[src/rtl/imem_arb_pkg.sv]
// Shared types and constants for the instruction-memory arbiter.
// Read by imem_arbiter and by imem_arb_stats, which is built only with IMEM_ARB_STATS_EN.
package imem_arb_pkg;

  localparam int ADDR_W_DEF = 10;
  localparam int DATA_W_DEF = 32;

  localparam logic [31:0] NOP_INSTR = 32'h0000_0000;

  typedef enum logic {
    ARB,
    LOCK
  } state_e;

  typedef enum logic [1:0] {
    OWN_NONE,
    OWN_F,
    OWN_L
  } owner_e;

  function automatic logic [31:0] sat_inc(input logic [31:0] v, input logic inc);
    return (inc && (v != 32'hFFFF_FFFF)) ? v + 32'd1 : v;
  endfunction

endpackage

[src/rtl/imem_arb_stats.sv]
// Saturating event counters for the arbiter. The top instantiates this block
// only when IMEM_ARB_STATS_EN is defined.
module imem_arb_stats
  import imem_arb_pkg::*;
(
  input  logic        clk,
  input  logic        rst,
  input  logic        inc_f,
  input  logic        inc_l,
  input  logic        inc_c,
  output logic [31:0] stat_f_grants,
  output logic [31:0] stat_l_grants,
  output logic [31:0] stat_conflicts
);

  always_ff @(posedge clk or negedge rst) begin
    if (!rst) begin
      stat_f_grants  <= '0;
      stat_l_grants  <= '0;
      stat_conflicts <= '0;
    end else begin
      stat_f_grants  <= sat_inc(stat_f_grants, inc_f);
      stat_l_grants  <= sat_inc(stat_l_grants, inc_l);
      stat_conflicts <= sat_inc(stat_conflicts, inc_c);
    end
  end

endmodule

[src/rtl/imem_arbiter.sv]
// Arbitrates the fetch stage and the loader onto one single-port instruction memory.
// Defining IMEM_ARB_STATS_EN adds the grant and conflict counter outputs.
module imem_arbiter
  import imem_arb_pkg::*;
#(
  parameter int ADDR_W = ADDR_W_DEF,
  parameter int DATA_W = DATA_W_DEF
) (
  input  logic              clk,
  input  logic              rst,
  input  logic              f_req,
  input  logic [31:0]       f_addr,
  output logic              f_gnt,
  output logic              f_rvalid,
  output logic [DATA_W-1:0] f_rdata,
  output logic              f_err,
  input  logic              l_req,
  input  logic              l_we,
  input  logic [ADDR_W:0]   l_addr,
  input  logic [DATA_W-1:0] l_wdata,
  input  logic              l_lock,
  output logic              l_gnt,
  output logic              l_rvalid,
  output logic [DATA_W-1:0] l_rdata,
  output logic              mem_en,
  output logic              mem_we,
  output logic [ADDR_W-1:0] mem_addr,
  output logic [DATA_W-1:0] mem_wdata,
  input  logic [DATA_W-1:0] mem_rdata
`ifdef IMEM_ARB_STATS_EN
  ,
  output logic [31:0]       stat_f_grants,
  output logic [31:0]       stat_l_grants,
  output logic [31:0]       stat_conflicts
`endif
);

  state_e            state_q;
  logic              ptr_l_q;   // 1: loader wins the next tie
  owner_e            owner_q;   // who receives the response this cycle
  logic              zero_q;    // response is forced to zero (bad address)
  logic [DATA_W-1:0] f_rdata_q;
  logic [DATA_W-1:0] l_rdata_q;

  logic f_bad;
  logic held;

  // NOTE: every output of this block gets a default first so no path infers a latch.
  always_comb begin
    f_bad = (f_addr[1:0] != 2'b00) || (f_addr[31:ADDR_W+2] != '0);
    held  = (state_q == LOCK) && l_lock;

    f_gnt = 1'b0;
    l_gnt = 1'b0;
    if (held) begin
      l_gnt = l_req;
    end else if (f_req && l_req) begin
      // The cycle that leaves LOCK arbitrates with the pointer already back on fetch.
      if ((state_q == ARB) && ptr_l_q) l_gnt = 1'b1;
      else                             f_gnt = 1'b1;
    end else begin
      f_gnt = f_req;
      l_gnt = l_req;
    end

    mem_en    = 1'b0;
    mem_we    = 1'b0;
    mem_addr  = '0;
    mem_wdata = '0;
    if (f_gnt && !f_bad) begin
      mem_en   = 1'b1;
      mem_addr = f_addr[ADDR_W+1:2];
    end else if (l_gnt && !l_addr[ADDR_W]) begin
      mem_en    = 1'b1;
      mem_we    = l_we;
      mem_addr  = l_addr[ADDR_W-1:0];
      mem_wdata = l_wdata;
    end
  end

  assign f_rvalid = (owner_q == OWN_F);
  assign f_err    = f_rvalid && zero_q;
  assign l_rvalid = (owner_q == OWN_L);

  // Read data comes straight from the memory in the response cycle, else holds.
  always_comb begin
    f_rdata = f_rdata_q;
    l_rdata = l_rdata_q;
    if (owner_q == OWN_F) f_rdata = zero_q ? DATA_W'(NOP_INSTR) : mem_rdata;
    if (owner_q == OWN_L) l_rdata = zero_q ? '0 : mem_rdata;
  end

  // NOTE: sequential state uses non-blocking assignments so every register samples pre-edge values.
  always_ff @(posedge clk or negedge rst) begin
    if (!rst) begin
      state_q   <= ARB;
      ptr_l_q   <= 1'b0;
      owner_q   <= OWN_NONE;
      zero_q    <= 1'b0;
      f_rdata_q <= '0;
      l_rdata_q <= '0;
    end else begin
      if (owner_q == OWN_F) f_rdata_q <= f_rdata;
      if (owner_q == OWN_L) l_rdata_q <= l_rdata;

      owner_q <= OWN_NONE;
      zero_q  <= 1'b0;
      if (f_gnt) begin
        owner_q <= OWN_F;
        zero_q  <= f_bad;
      end else if (l_gnt && !l_we) begin
        owner_q <= OWN_L;
        zero_q  <= l_addr[ADDR_W];
      end

      case (state_q)
        ARB: begin
          if (l_gnt && l_lock) begin
            state_q <= LOCK;
            ptr_l_q <= 1'b0;
          end else if (f_gnt) begin
            ptr_l_q <= 1'b1;
          end else if (l_gnt) begin
            ptr_l_q <= 1'b0;
          end
        end
        LOCK: begin
          if (!l_lock) begin
            state_q <= ARB;
            ptr_l_q <= 1'b0;
          end
        end
      endcase
    end
  end

`ifdef IMEM_ARB_STATS_EN
  imem_arb_stats u_stats (
    .clk            (clk),
    .rst            (rst),
    .inc_f          (f_gnt),
    .inc_l          (l_gnt),
    .inc_c          (f_req && (l_req || held)),
    .stat_f_grants  (stat_f_grants),
    .stat_l_grants  (stat_l_grants),
    .stat_conflicts (stat_conflicts)
  );
`endif

endmodule

[config.mk]
export PLATFORM = sky130hd
export DESIGN_NAME = imem_arbiter
export DESIGN_NICKNAME = d
export VERILOG_FILES = /design/src/rtl/imem_arb_pkg.sv /design/src/rtl/imem_arb_stats.sv /design/src/rtl/imem_arbiter.sv
export SDC_FILE = /design/constraint.sdc
export NUM_CORES = 1
export LEC_CHECK = 0
export ABC_AREA = 1
export CAP_MARGIN = 25
export CELL_PAD_IN_SITES_DETAIL_PLACEMENT = 1
export CELL_PAD_IN_SITES_GLOBAL_PLACEMENT = 1
export CORE_UTILIZATION = 27
export DETAILED_ROUTE_END_ITERATION = 7
export HOLD_SLACK_MARGIN = 0.05
export MAX_ROUTING_LAYER = met4
export PLACE_DENSITY = 0.86
export SYNTH_ARGS = -nofsm -noshare
export SYNTH_HDL_FRONTEND = slang
export SYNTH_SLANG_ARGS = --single-unit
[constraint.sdc]
create_clock -name clk -period 1.41 [get_ports clk]
set_input_delay 0.141 -clock clk [delete_from_list [all_inputs] [get_ports clk]]
set_output_delay 0.141 -clock clk [all_outputs]
set_load 0.02 [all_outputs]
==> flow_metrics.py <==
metrics = {
    "run_status": {
        "status": "finished with violations",
        "violations": "negative setup slack",
    },
    "routing": {
        "avgRoutedWirePerCell_um": 19.8,
        "drt_iter0_drc": 184,
        "vias_per_cell": 4.64,
        "vias": 4702,
        "first_pass_iters": 4,
        "final_antenna_net_count": 0,
        "drc_errors": 0,
        "routed_wl_um": 20000,
    },
    "sta": {
        "slew_viol_final": 0,
        "fmax_mhz": 534,
        "hold_viol_final": 0,
        "max_slew_margin_pct": 59.2,
        "fin_crit_sh_pct": 133,
        "finalClockSkew_ns": 0.00670,
        "setup_ws_ns": -0.464,
        "layout_min_cycle_time_ns": 1.87,
        "holdWs_ns": 0.226,
        "tightest_slew_ns": 0.611,
        "setup_viol": 142,
        "rsz0062_at_grt": "true",
    },
    "final_layout": {
        "stdcell_count": 1013,
        "drive_gt1_share_pct": 53.4,
        "final_util_pct": 61.9,
        "n_antenna_cell": 0,
        "nets": 941,
        "areaGrowthSynthToFinish_pct": 120,
    },
    "setup_path": {
        "reg2reg_to": "l_rdata_q[16]",
        "cp-start-kind": "register",
        "cp_slowest_cell": "dfrtp_2",
        "r2r-start": "owner_q[1]",
        "arrival_ns": 1.73,
        "worstSetupPathType": "reg2out",
        "path_cells": "nor2_4 > buf_6 > buf_6 > clkbuf_16 > mux2_4 > buf_6",
        "crit_path_max_fanout": 4,
        "required_ns": 1.27,
        "cp.buffers_inverters": 4,
        "path_common_cell": "buf_6",
        "endpoint_kind": "output port",
        "cp_slowest_stage_delay_ns": 0.42,
        "crit_family": "buffers and inverters",
        "r2r_setup_slack_ns": -0.31,
        "rr_worst_depth": 9,
    },
    "floorplan": {
        "rows": 43,
        "die_area_um2": 15100,
        "io_pins": 226,
        "fp.dieW_um": 123,
        "core-area_um2": 14100,
        "start_util_pct": 28.1,
        "fp.dieH_um": 123,
    },
    "logic_synthesis": {
        "synth_compound_area_share_pct": 1.01,
        "synthAdderAreaFrac_pct": 0,
        "synth_edf_count": 0,
        "yosys-top-cells-count": "nand2_1 (150), nor2_1 (79), inv_1 (73)",
        "muxShareOfSynthArea_pct": 18.2,
        "ys.warnings.count": 0,
        "syn_area_um2": 3960,
        "ys_ff_latch": 69,
        "avgSynthCellArea_um2": 8.04,
        "syn_inst": 492,
        "yosys.area_share.simple_pct": 25.8,
        "yosys.area.top_type": "dfrtp_1",
        "netlist.area_leader.share_pct": 43.6,
        "yosysMostFrequentCell": "nand2_1",
        "yosysSeqAreaShare_pct": 43.6,
        "synth_top_family_by_area": "simple AND/OR/NAND/NOR gates",
        "yosysUniqueCellTypes": 21,
        "synthXorXnorAreaFrac_pct": 0,
        "ys_async_sr_fraction_pct": 100,
        "synth_top_cells_by_area": "dfrtp_1 (44%), mux2_2 (18%), nand2_1 (14%)",
        "syn-num-nets": 605,
        "synth_ff_type": "dfrtp_1",
    },
    "hold_path": {
        "min_path_type": "in2async",
    },
    "place": {
        "detailedPlace.worstSlack_ns": -0.819,
        "place.gp.congestion": 0.803,
        "dp_hpwl_um": 11900,
        "dp_cells": 941,
        "port_buffers": 225,
    },
    "global_route": {
        "antenna_found_initial": 0,
        "track_usage_pct": 23.8,
        "grt_max_degree": 39,
        "grt_pass1_vias": 5159,
        "grt_pass1_wl_um": 26400,
        "grt-ovfl-total": 0,
    },
    "pwr": {
        "clock_power_share_pct": 26.0,
        "combPwrFrac_pct": 48.2,
        "p_sw_mw": 3.52,
        "p_per_area_nw_per_um2": 1210,
        "sequentialPowerShare_pct": 25.9,
        "p_leak_nw": 4.60,
        "design_power_total_mw": 10.6,
        "p_int_mw": 7.04,
        "ir_drop_mv": 0.632,
        "p_sw_share_pct": 33.4,
    },
    "clock_tree": {
        "cts_buffers": 9,
        "clkLatencyLatePin_ns": 0.34,
        "ctsRootBufferMaster": "clkbuf_16",
        "cts_buffer_depth": 2,
        "cts_htree_levels": 3,
        "cts_tree": "yes",
        "clock_sinks": 69,
        "clkTransAtPathRegs_ns": 0.06,
    },
    "run": {
        "maxCapViolations": 0,
    },
}
==> worst register-to-register path, stage by stage (launching register included) <==
cell and delay [ns]:
dfrtp_1 0.37, inv_2 0.13, nor2_4 0.06, buf_6 0.13, buf_8 0.13, buf_6 0.11, buf_6 0.10, buf_8 0.13
buf_4 0.14, mux2_4 0.31
==> final cells by class <==
class	instances	area [µm²]
fillers	1548	5370
repair buffers	345	3570
multi-input cells	330	2550
flip-flops and latches	69	1730
inverters	73	282
clock buffers	13	270
well taps	180	225
clock inverters	3	90.1
==> routing by layer <==
metal	global-route usage, %	wire length (µm)	up-vias	share of wire (%)
met5	-	0	-	0
met4	8.36	626	0	3.1
met3	4.66	947	42	4.7
met2	46.2	11500	185	57
met1	23.3	6960	2310	35
li1	-	-	2165	-
==> worst max path at each step <==
stage / startpoint / slack [ns] / cells after the start / end
detailed placement: l_lock / -0.82 / 6 / mem_wdata[31]
floorplan: state_q / 0.01 / 6 / mem_wdata[14]
global route: owner_q[0] / -0.52 / 6 / l_rdata[8]
finish: owner_q[0] / -0.46 / 6 / l_rdata[8]
CTS: owner_q[0] / -0.48 / 6 / l_rdata[15]
global placement: f_addr[1] / -0.71 / 9 / mem_addr[6]
==> kinds of logic (layout without fill, tap and decap cells) <==
group,Yosys count,after routing
compound gates,4,4
buf+inv,97,434
flops,69,69
mux,64,64
simple gates,258,262
==> power groups by stage <==
stage / Sequential (mW) / Clock [mW] / Combinational, mW
global placement: 2.66 / 0 / 3.75
finish: 2.73 / 2.74 / 5.09
CTS: 2.68 / 2.77 / 4.10
global route: 2.78 / 2.88 / 5.36
detailed placement: 2.71 / 0 / 3.87
floorplan: 2.61 / 0 / 1.90
==> flip-flops by register name (all words and copies together) (netlist names) <==
register and count:
f_rdata_q 32, state_q 1, zero_q 1, ptr_l_q 1
owner_q 2, l_rdata_q 32
==> cell usage in the layout, fill, tap and decap left out, types with 2 or more instances in the layout <==
master / n
buf_4: 94
mux2_4: 48
dfrtp_2: 2
nand2_4: 21
clkbuf_16: 13
nor2_2: 32
dfrtp_1: 67
inv_1: 70
nand2_1: 90
clkbuf_8: 3
buf_8: 8
nand2_8: 3
mux2_2: 16
bufinv_16: 3
nand3_1: 21
buf_2: 5
nor2_1: 22
buf_12: 11
inv_2: 2
nand2_2: 43
buf_6: 109
buf_16: 2
nor2_4: 26
clkdlybuf4s50_1: 111
==> through the flow <==
stage / setup TNS, ns / instance area [µm²]
6_report: -46.18 / 8720
5_1_grt: -54.87 / 8720
2_1_floorplan: 0 / 3960
3_3_place_gp: -58.96 / 6860
4_1_cts: -51.94 / 7700
3_5_place_dp: -64.04 / 6860
==> repair_timing <==
action,in CTS,in global routing
buffers inserted,19,31
pin swaps,3,7
gates cloned,7,6
endpoints found under the hold margin,69,0
gates resized for setup,583,335
endpoints found under the setup margin,123,141
hold buffers,1,0
Power figures use the tool's default switching activity.
